**config.mk**
```make
export PLATFORM = sky130hd
export DESIGN_NAME = uart_receiver
export DESIGN_NICKNAME = d
export VERILOG_FILES = /design/src/rtl/uart_receiver_pkg.sv /design/src/rtl/uart_rx_sync.sv /design/src/rtl/uart_receiver.sv
export SDC_FILE = /design/constraint.sdc
export NUM_CORES = 1
export LEC_CHECK = 0
export CAP_MARGIN = 20
export CELL_PAD_IN_SITES_DETAIL_PLACEMENT = 1
export CELL_PAD_IN_SITES_GLOBAL_PLACEMENT = 1
export CORE_AREA = 2 2 84 86
export CTS_CLUSTER_DIAMETER = 80
export DETAILED_ROUTE_END_ITERATION = 8
export DIE_AREA = 0 0 86 88
export GPL_TIMING_DRIVEN = 0
export PLACE_DENSITY_LB_ADDON = 0.1
export SLEW_MARGIN = 0
export SYNTH_ARGS = -nofsm -noshare
export SYNTH_HDL_FRONTEND = slang
export SYNTH_HIERARCHICAL = 1
export SYNTH_SLANG_ARGS = --single-unit
```
**constraint.sdc**
```tcl
create_clock -name clk -period 2.2 [get_ports clk]
set_input_delay 0.22 -clock clk [delete_from_list [all_inputs] [get_ports clk]]
set_output_delay 0.22 -clock clk [all_outputs]
set_load 0.02 [all_outputs]
```
**src/rtl/uart_receiver_pkg.sv**
```systemverilog
// Shared definitions for the UART receive path: state encoding and the
// baud-timing helpers also used by the transmit side.
package uart_receiver_pkg;

  typedef enum logic [2:0] {
    IDLE      = 3'd0,
    START     = 3'd1,
    DATA      = 3'd2,
    STOP      = 3'd3,
    WAIT_IDLE = 3'd4
  } uart_rx_state_t;

  // Whole clk cycles per bit, rounded down.
  function automatic int calc_bit_period(input int clk_frequency, input int baud);
    return clk_frequency / baud;
  endfunction

  // Cycles from the start-bit edge to the start-bit centre, rounded down.
  function automatic int calc_half_period(input int bit_period);
    return bit_period / 2;
  endfunction

  // Counter width able to hold bit_period-1; never narrower than one bit.
  function automatic int calc_counter_width(input int bit_period);
    return (bit_period > 1) ? $clog2(bit_period) : 1;
  endfunction

endpackage

```
**src/rtl/uart_rx_sync.sv**
```systemverilog
// Two-flop synchroniser for an asynchronous, idle-high input.
// Both stages reset to 1 so a reset never looks like a falling edge.
module uart_rx_sync (
  input  logic clk,
  input  logic reset,
  input  logic async_in,
  output logic sync_out
);

  logic meta;

  // Shift the raw input through two flops to settle metastability.
  always_ff @(posedge clk) begin
    if (reset) begin
      meta     <= 1'b1;
      sync_out <= 1'b1;
    end else begin
      meta     <= async_in;
      sync_out <= meta;
    end
  end

endmodule

```
**src/rtl/uart_receiver.sv**
```systemverilog
// 8N1 UART receiver: turns the asynchronous uart_rx line into one-cycle
// byte strobes in the clk domain. Samples each bit at its centre, counted
// from the first cycle the synchronised line is seen low.
module uart_receiver
  import uart_receiver_pkg::*;
#(
  parameter int comm_clk_frequency = 50_000_000,
  parameter int baud_rate          = 115_200
) (
  input  logic       clk,
  input  logic       reset,
  input  logic       uart_rx,
  output logic [7:0] rx_byte,
  output logic       rx_new_byte,
  output logic       framing_error,
  output logic       rx_busy
);

  localparam int BIT_PERIOD  = calc_bit_period(comm_clk_frequency, baud_rate);
  localparam int HALF_PERIOD = calc_half_period(BIT_PERIOD);
  localparam int CNT_W       = calc_counter_width(BIT_PERIOD);

  localparam logic [CNT_W-1:0] BIT_LAST  = CNT_W'(BIT_PERIOD - 1);
  localparam logic [CNT_W-1:0] HALF_LAST = CNT_W'((HALF_PERIOD > 0) ? HALF_PERIOD - 1 : 0);

  logic           line;
  uart_rx_state_t state, state_next;
  logic [CNT_W-1:0] cnt, cnt_next;
  logic [2:0]     bit_idx, bit_idx_next;
  logic [7:0]     shift, shift_next;
  logic [7:0]     rx_byte_next;
  logic           new_byte_next;
  logic           ferr_next;

  uart_rx_sync u_sync (
    .clk      (clk),
    .reset    (reset),
    .async_in (uart_rx),
    .sync_out (line)
  );

  assign rx_busy = (state != IDLE);

  // Register the FSM state, timing counters, data and output strobes.
  always_ff @(posedge clk) begin
    if (reset) begin
      state         <= IDLE;
      cnt           <= '0;
      bit_idx       <= '0;
      shift         <= '0;
      rx_byte       <= '0;
      rx_new_byte   <= 1'b0;
      framing_error <= 1'b0;
    end else begin
      state         <= state_next;
      cnt           <= cnt_next;
      bit_idx       <= bit_idx_next;
      shift         <= shift_next;
      rx_byte       <= rx_byte_next;
      rx_new_byte   <= new_byte_next;
      framing_error <= ferr_next;
    end
  end

  // Next-state logic: start-bit qualification, centre sampling, stop check.
  always_comb begin
    state_next    = state;
    cnt_next      = cnt + CNT_W'(1);
    bit_idx_next  = bit_idx;
    shift_next    = shift;
    rx_byte_next  = rx_byte;
    new_byte_next = 1'b0;
    ferr_next     = 1'b0;

    case (state)
      IDLE: begin
        cnt_next = '0;
        if (!line) begin
          state_next = START;
        end
      end

      START: begin
        if (cnt == HALF_LAST) begin
          cnt_next = '0;
          if (line) begin
            state_next = IDLE;
          end else begin
            state_next   = DATA;
            bit_idx_next = '0;
          end
        end
      end

      DATA: begin
        if (cnt == BIT_LAST) begin
          cnt_next   = '0;
          shift_next = {line, shift[7:1]};
          if (bit_idx == 3'd7) begin
            state_next = STOP;
          end else begin
            bit_idx_next = bit_idx + 3'd1;
          end
        end
      end

      STOP: begin
        if (cnt == BIT_LAST) begin
          cnt_next = '0;
          if (line) begin
            rx_byte_next  = shift;
            new_byte_next = 1'b1;
            state_next    = IDLE;
          end else begin
            ferr_next  = 1'b1;
            state_next = WAIT_IDLE;
          end
        end
      end

      WAIT_IDLE: begin
        cnt_next = '0;
        if (line) begin
          state_next = IDLE;
        end
      end

      default: begin
        cnt_next   = '0;
        state_next = IDLE;
      end
    endcase
  end

endmodule

```
==> results of run 1 <==
-- cells by family (layout without fill, tap and decap cells) --
logic type	after synthesis	in the layout
simple gates	83	83
xor+xnor	8	8
fa+ha+maj	5	5
flops	35	35
compound gates	23	23
mux	6	6
buf+inv	17	38
-- where the power goes --
| part | internal [mW] | leakage, nW | switching, mW |
|---|---|---|---|
| Combinational | 0.0862 | 0.327 | 0.106 |
| Clock | 0.452 | 0.0644 | 0.256 |
| Sequential | 0.646 | 0.282 | 0.00575 |
| Total | 1.18 | 0.674 | 0.368 |
-- worst paths after layout --
check	from	endpoint	slack, ns
max	state[0]$_SDFFE_PP0P_	rx_busy	0.32
min	u_sync/meta$_SDFF_PP1_	u_sync/sync_out$_SDFF_PP1_	0.42
max reg2reg	cnt[0]$_SDFF_PP0_	state[2]$_SDFFE_PP0P_	0.33
min reg2reg	u_sync/meta$_SDFF_PP1_	u_sync/sync_out$_SDFF_PP1_	0.42
-- critical path, cell delays in order (launching register included) --
cell             delay, ns
dfxtp_1               0.30
buf_2                 0.16
or3_1                 0.37
clkdlybuf4s50_1       0.54
-- routing by layer --
| layer | vias up | global-route usage (%) | wire, um |
|---|---|---|---|
| met3 | 11 | 3.49 | 135 |
| li1 | 647 | - | - |
| met2 | 17 | 20.2 | 1920 |
| met4 | 0 | 5.92 | 104 |
| met1 | 625 | 12.2 | 1580 |
| met5 | - | 0 | 0 |
-- area by class of cell --
type	count	area (um2)
Sequential cell	35	701
Tap cell	80	100
Buffer	12	63.8
Fill cell	774	4680
Clock inverter	3	67.6
Inverter	5	18.8
Timing Repair Buffer	13	130
Multi-Input combinational cell	125	818
Clock buffer	5	68.8
-- synth_stat cells, drive strengths merged (2+ instances only) --
library cell  instances  share of area [%]
a21oi                17                5.5
nand4                 3                1.2
buf                   8                3.0
nor4b                 2                1.1
nand3b                4                1.9
dfxtp                35                 44
nor3                  2               0.63
and3b                 2                1.1
nand3                18                5.6
mux2                  2                1.4
xor2                  3                1.6
mux2i                 4                2.5
nor2                 11                2.6
nor2b                 3                1.2
inv                   5                1.2
clkbuf                4               0.94
ha                    5                3.9
nand2b                5                2.0
xnor2                 5                2.7
nand4b                2                1.1
and3                  3                1.2
nand2                18                4.2
nor3b                 2                1.3
or2                   3                1.2
and4                  2                1.1
-- state kept, by name (all words and copies together), names as in the netlist --
| register | cells |
|---|---|
| bit_idx | 3 |
| rx_byte | 8 |
| rx_new_byte | 1 |
| shift | 8 |
| cnt | 9 |
| state | 3 |
| u_sync/sync_out | 1 |
| u_sync/meta | 1 |
| framing_error | 1 |
==> qor.csv, run 1 <==
metric,value,unit
ant_nets,0,
hpwl,2710,um
ys_seq_elements,35,
p_total,1.55,mW
cts_setup_buffers,0,
stdcell_area,1970,um2
htree_levels,2,
clk_latency,0.30,ns
drv_cap,0,
grt_pass1_wl,6560,um
grt_antenna_before_repair,0,
wl_per_cell,13.5,um
synth_edf_count,0,
layout_setup_ws,0.321,ns
io_pins,14,
grt_max_degree,13,
synth-main-ff-cell,dfxtp_1,
grt_usage,11.4,%
crit_path_max_fanout,8,
mostFrequentLayoutCells,"35 x dfxtp_1, 18 x nand2_1, 18 x nand3_1, 16 x a21oi_1, 13 x clkdlybuf4s50_1",
timing.final.hold_violations,0,
synth_top_family_by_area,simple AND/OR/NAND/NOR gates,
layout_commonest_cell,dfxtp_1,
setup_tns,0,ns
final_cell_count_no_fill,278,
drv_slew,0,
yosysUniqueCellTypes,39,
worstMarginPinSlew,0.534,ns
period_share,85.4,%
peakVddDrop,0.000309,V
hold_buffers,0,
wl,3740,um
async_flop_share,0,%
crit_path_start_kind,register,
fin_crit,1.88,ns
layout-drive-gt1-share,11.6,%
die_w,86,um
slew_headroom,64.4,%
syn_to_final_growth,22.9,%
synth_area_per_cell,9.05,um2
route.detailed.drc,0,
pre_cts_ws,0.351,ns
crit_required,1.98,ns
min_path_type,register to register,
setup_violations,0,
synth_compound_area_share,9.92,%
viasPerCell,4.68,
cts_resized,0,
die-area,7570,um2
synth_area,1600,um2
fin_skew,0.00635,ns
fin_nets,205,
ys_warn_count,6,
num_antenna_cells,0,
fin_util,29.6,%
endpoint_kind,output pin,
clock-sinks,35,
numCtsBuffers,5,
rsz0062_at_grt,false,
cts_buffer_depth,2,
synthAdderAreaFrac,3.91,%
placedCellCount,270,
synth_xor_area_share,4.38,%
clock-root-buffer,clkbuf_8,
start_util,24.1,%
ff2ff_path_depth,5,
syn-instance-count,177,
fp.dieH,88,um
p_leak,0.674,nW
whs_path_depth,1,
initialDrtViolationCount,34,
place.gp.congestion,0.716,
synthMuxAreaShare,3.91,%
outcome,finished clean,
syn_nets,185,
worstSetupPathType,register to output pin,
cts_tree,built,
p_per_area,789,nW/um2
coreArea,6640,um2
crit_arrival,1.66,ns
globalRouteOverflowTotal,0,
first_global_vias,1350,
dr.pass1.iters,4,
placed_cell_area,1830,um2
vias,1300,
ys_seq_area_share,43.8,%
rows,30,
io_buffers,13,
holdWs,0.416,ns
synthSimpleGateAreaFrac,29.0,%
fmax,532,MHz
clkSlewWorstSetupHoldPaths,0.07,ns
Note: power is estimated with default switching activity, not from simulation.
==> run 2: changes to the inputs <==
Clock period 2.2 ns to 1.8 ns, I/O delays scaled along.
==> run 2 against run 1 <==
  * Critical path type is now register to register
  * Non-clock buffer count up 7
  * Setup slack worse by 0.30 ns
  * Highest routed layer unchanged
  * Worst hold slack better by 0.0023 ns
  * Clock power up 23%
  * Critical endpoint is now state[0]$_SDFFE_PP0P_
==> qor.csv, run 2 (same netlist as run 1, synthesis figures left out) <==
metric,value,unit
syn_to_final_growth,28.8,%
clock-sinks,35,
fillers,777,
globalRouteOverflowTotal,0,
fin_skew,0.00500,ns
grt_antenna_before_repair,0,
rows,30,
endpoint_kind,register,
multi_input_area,850,um2
start_util,24.1,%
fin_nets,212,
top_register,cnt,
fin_crit,1.77,ns
route.detailed.drc,0,
io_buffers,13,
initialDrtViolationCount,37,
grt_usage,11.4,%
viasPerCell,4.63,
wl,3860,um
peakVddDrop,0.000382,V
fmax,564,MHz
first_global_vias,1365,
period_share,98.6,%
place.gp.congestion,0.716,
layout-drive-gt1-share,18.0,%
die-area,7570,um2
die_w,86,um
p_per_area,935,nW/um2
seq_area,706,um2
layout_commonest_cell,dfxtp_1,
fp.dieH,88,um
num_antenna_cells,0,
wl_per_cell,13.5,um
hold_buffers,0,
ant_nets,0,
dr.pass1.iters,3,
placedCellCount,270,
clk_latency,0.29,ns
hpwl,2710,um
cts_tree,built,
clock-root-buffer,clkbuf_8,
min_path_type,register to register,
io_pins,14,
outcome,finished clean,
fin_util,31.1,%
worstMarginPinSlew,0.522,ns
rsz0062_at_grt,true,
drv_cap,0,
coreArea,6640,um2
htree_levels,2,
final_cell_count_no_fill,285,
clkSlewWorstSetupHoldPaths,0.08,ns
r2r_setup_slack,0.03,ns
cts_buffer_depth,2,
drv_slew,0,
timing.final.hold_violations,0,
p_leak,0.728,nW
p_total,1.93,mW
vias,1320,
crit_arrival,1.96,ns
numCtsBuffers,5,
top_regs,"cnt x9, rx_byte x8, shift x8",
crit_path_max_fanout,3,
setup_violations,0,
largest_register_ffs,9,
crit_required,1.98,ns
slew_headroom,65.2,%
crit_path_start_kind,register,
grt_pass1_wl,6580,um
grt_max_degree,13,
worstSetupPathType,register to register,
mostFrequentLayoutCells,"33 x dfxtp_1, 18 x nand2_1, 18 x nand3_1, 16 x a21oi_1, 12 x clkdlybuf4s50_1",
==> run 2: worst paths after layout <==
kind	start	to	cells past startpoint
worst min-delay path	u_sync/meta$_SDFF_PP1_	u_sync/sync_out$_SDFF_PP1_	1
worst max register to register	cnt[1]$_SDFF_PP0_	state[0]$_SDFFE_PP0P_	6
worst min register to register	u_sync/meta$_SDFF_PP1_	u_sync/sync_out$_SDFF_PP1_	1
worst max-delay path	cnt[1]$_SDFF_PP0_	state[0]$_SDFFE_PP0P_	6
==> run 2: metrics by stage <==
stage | cell area [um2] | hold WS, ns | TNS [ns] | setup slack, ns
2_1_floorplan | 1600 | 0.277 | 0 | 0.138
3_3_place_gp | 1830 | 0.388 | -0.0667 | -0.0384
3_5_place_dp | 1830 | 0.405 | -0.0970 | -0.0485
4_1_cts | 1980 | 0.423 | 0 | 0.00263
5_1_grt | 2060 | 0.435 | -0.113 | -0.0794
6_report | 2060 | 0.418 | 0 | 0.0255
==> run 2: per-layer routing <==
layer	vias to the layer above	wire length, um	global-route usage (%)
met3	9	100	3.49
met2	17	2010	20.4
li1	661	-	-
met4	0	74	5.92
met5	-	0	0
met1	633	1680	12.1
==> run 2: area by class of cell <==
cell class                      count  share of cell area [%]
Tap cell                           80                    4.85
Timing Repair Buffer               20                    8.79
Inverter                            5                    1.03
Sequential cell                    35                    34.2
Clock buffer                        5                    3.34
Clock inverter                      3                    3.27
Buffer                             12                    3.34
Multi-Input combinational cell    125                    41.2
==> run 2: where the power goes <==
group / total, mW / leakage [nW] / internal [mW] / switching (mW)
sequential: 0.797 / 0.284 / 0.790 / 0.00729
clock: 0.870 / 0.0644 / 0.553 / 0.317
combinational: 0.263 / 0.380 / 0.118 / 0.145
total: 1.93 / 0.728 / 1.46 / 0.469
==> run 2: worst max-delay path, stage by stage (launching register included) <==
cell	delay (ns)
dfxtp_2	0.33
inv_2	0.08
ha_4	0.12
nand4b_1	0.12
o31a_1	0.40
a211oi_4	0.26
mux2_1	0.35
==> run 2: what timing repair did <==
item | in CTS | in global routing
buffers inserted | 1 | 6
pin swaps | 1 | 5
setup endpoints to repair | 5 | 27
gates resized for setup | 2 | 13
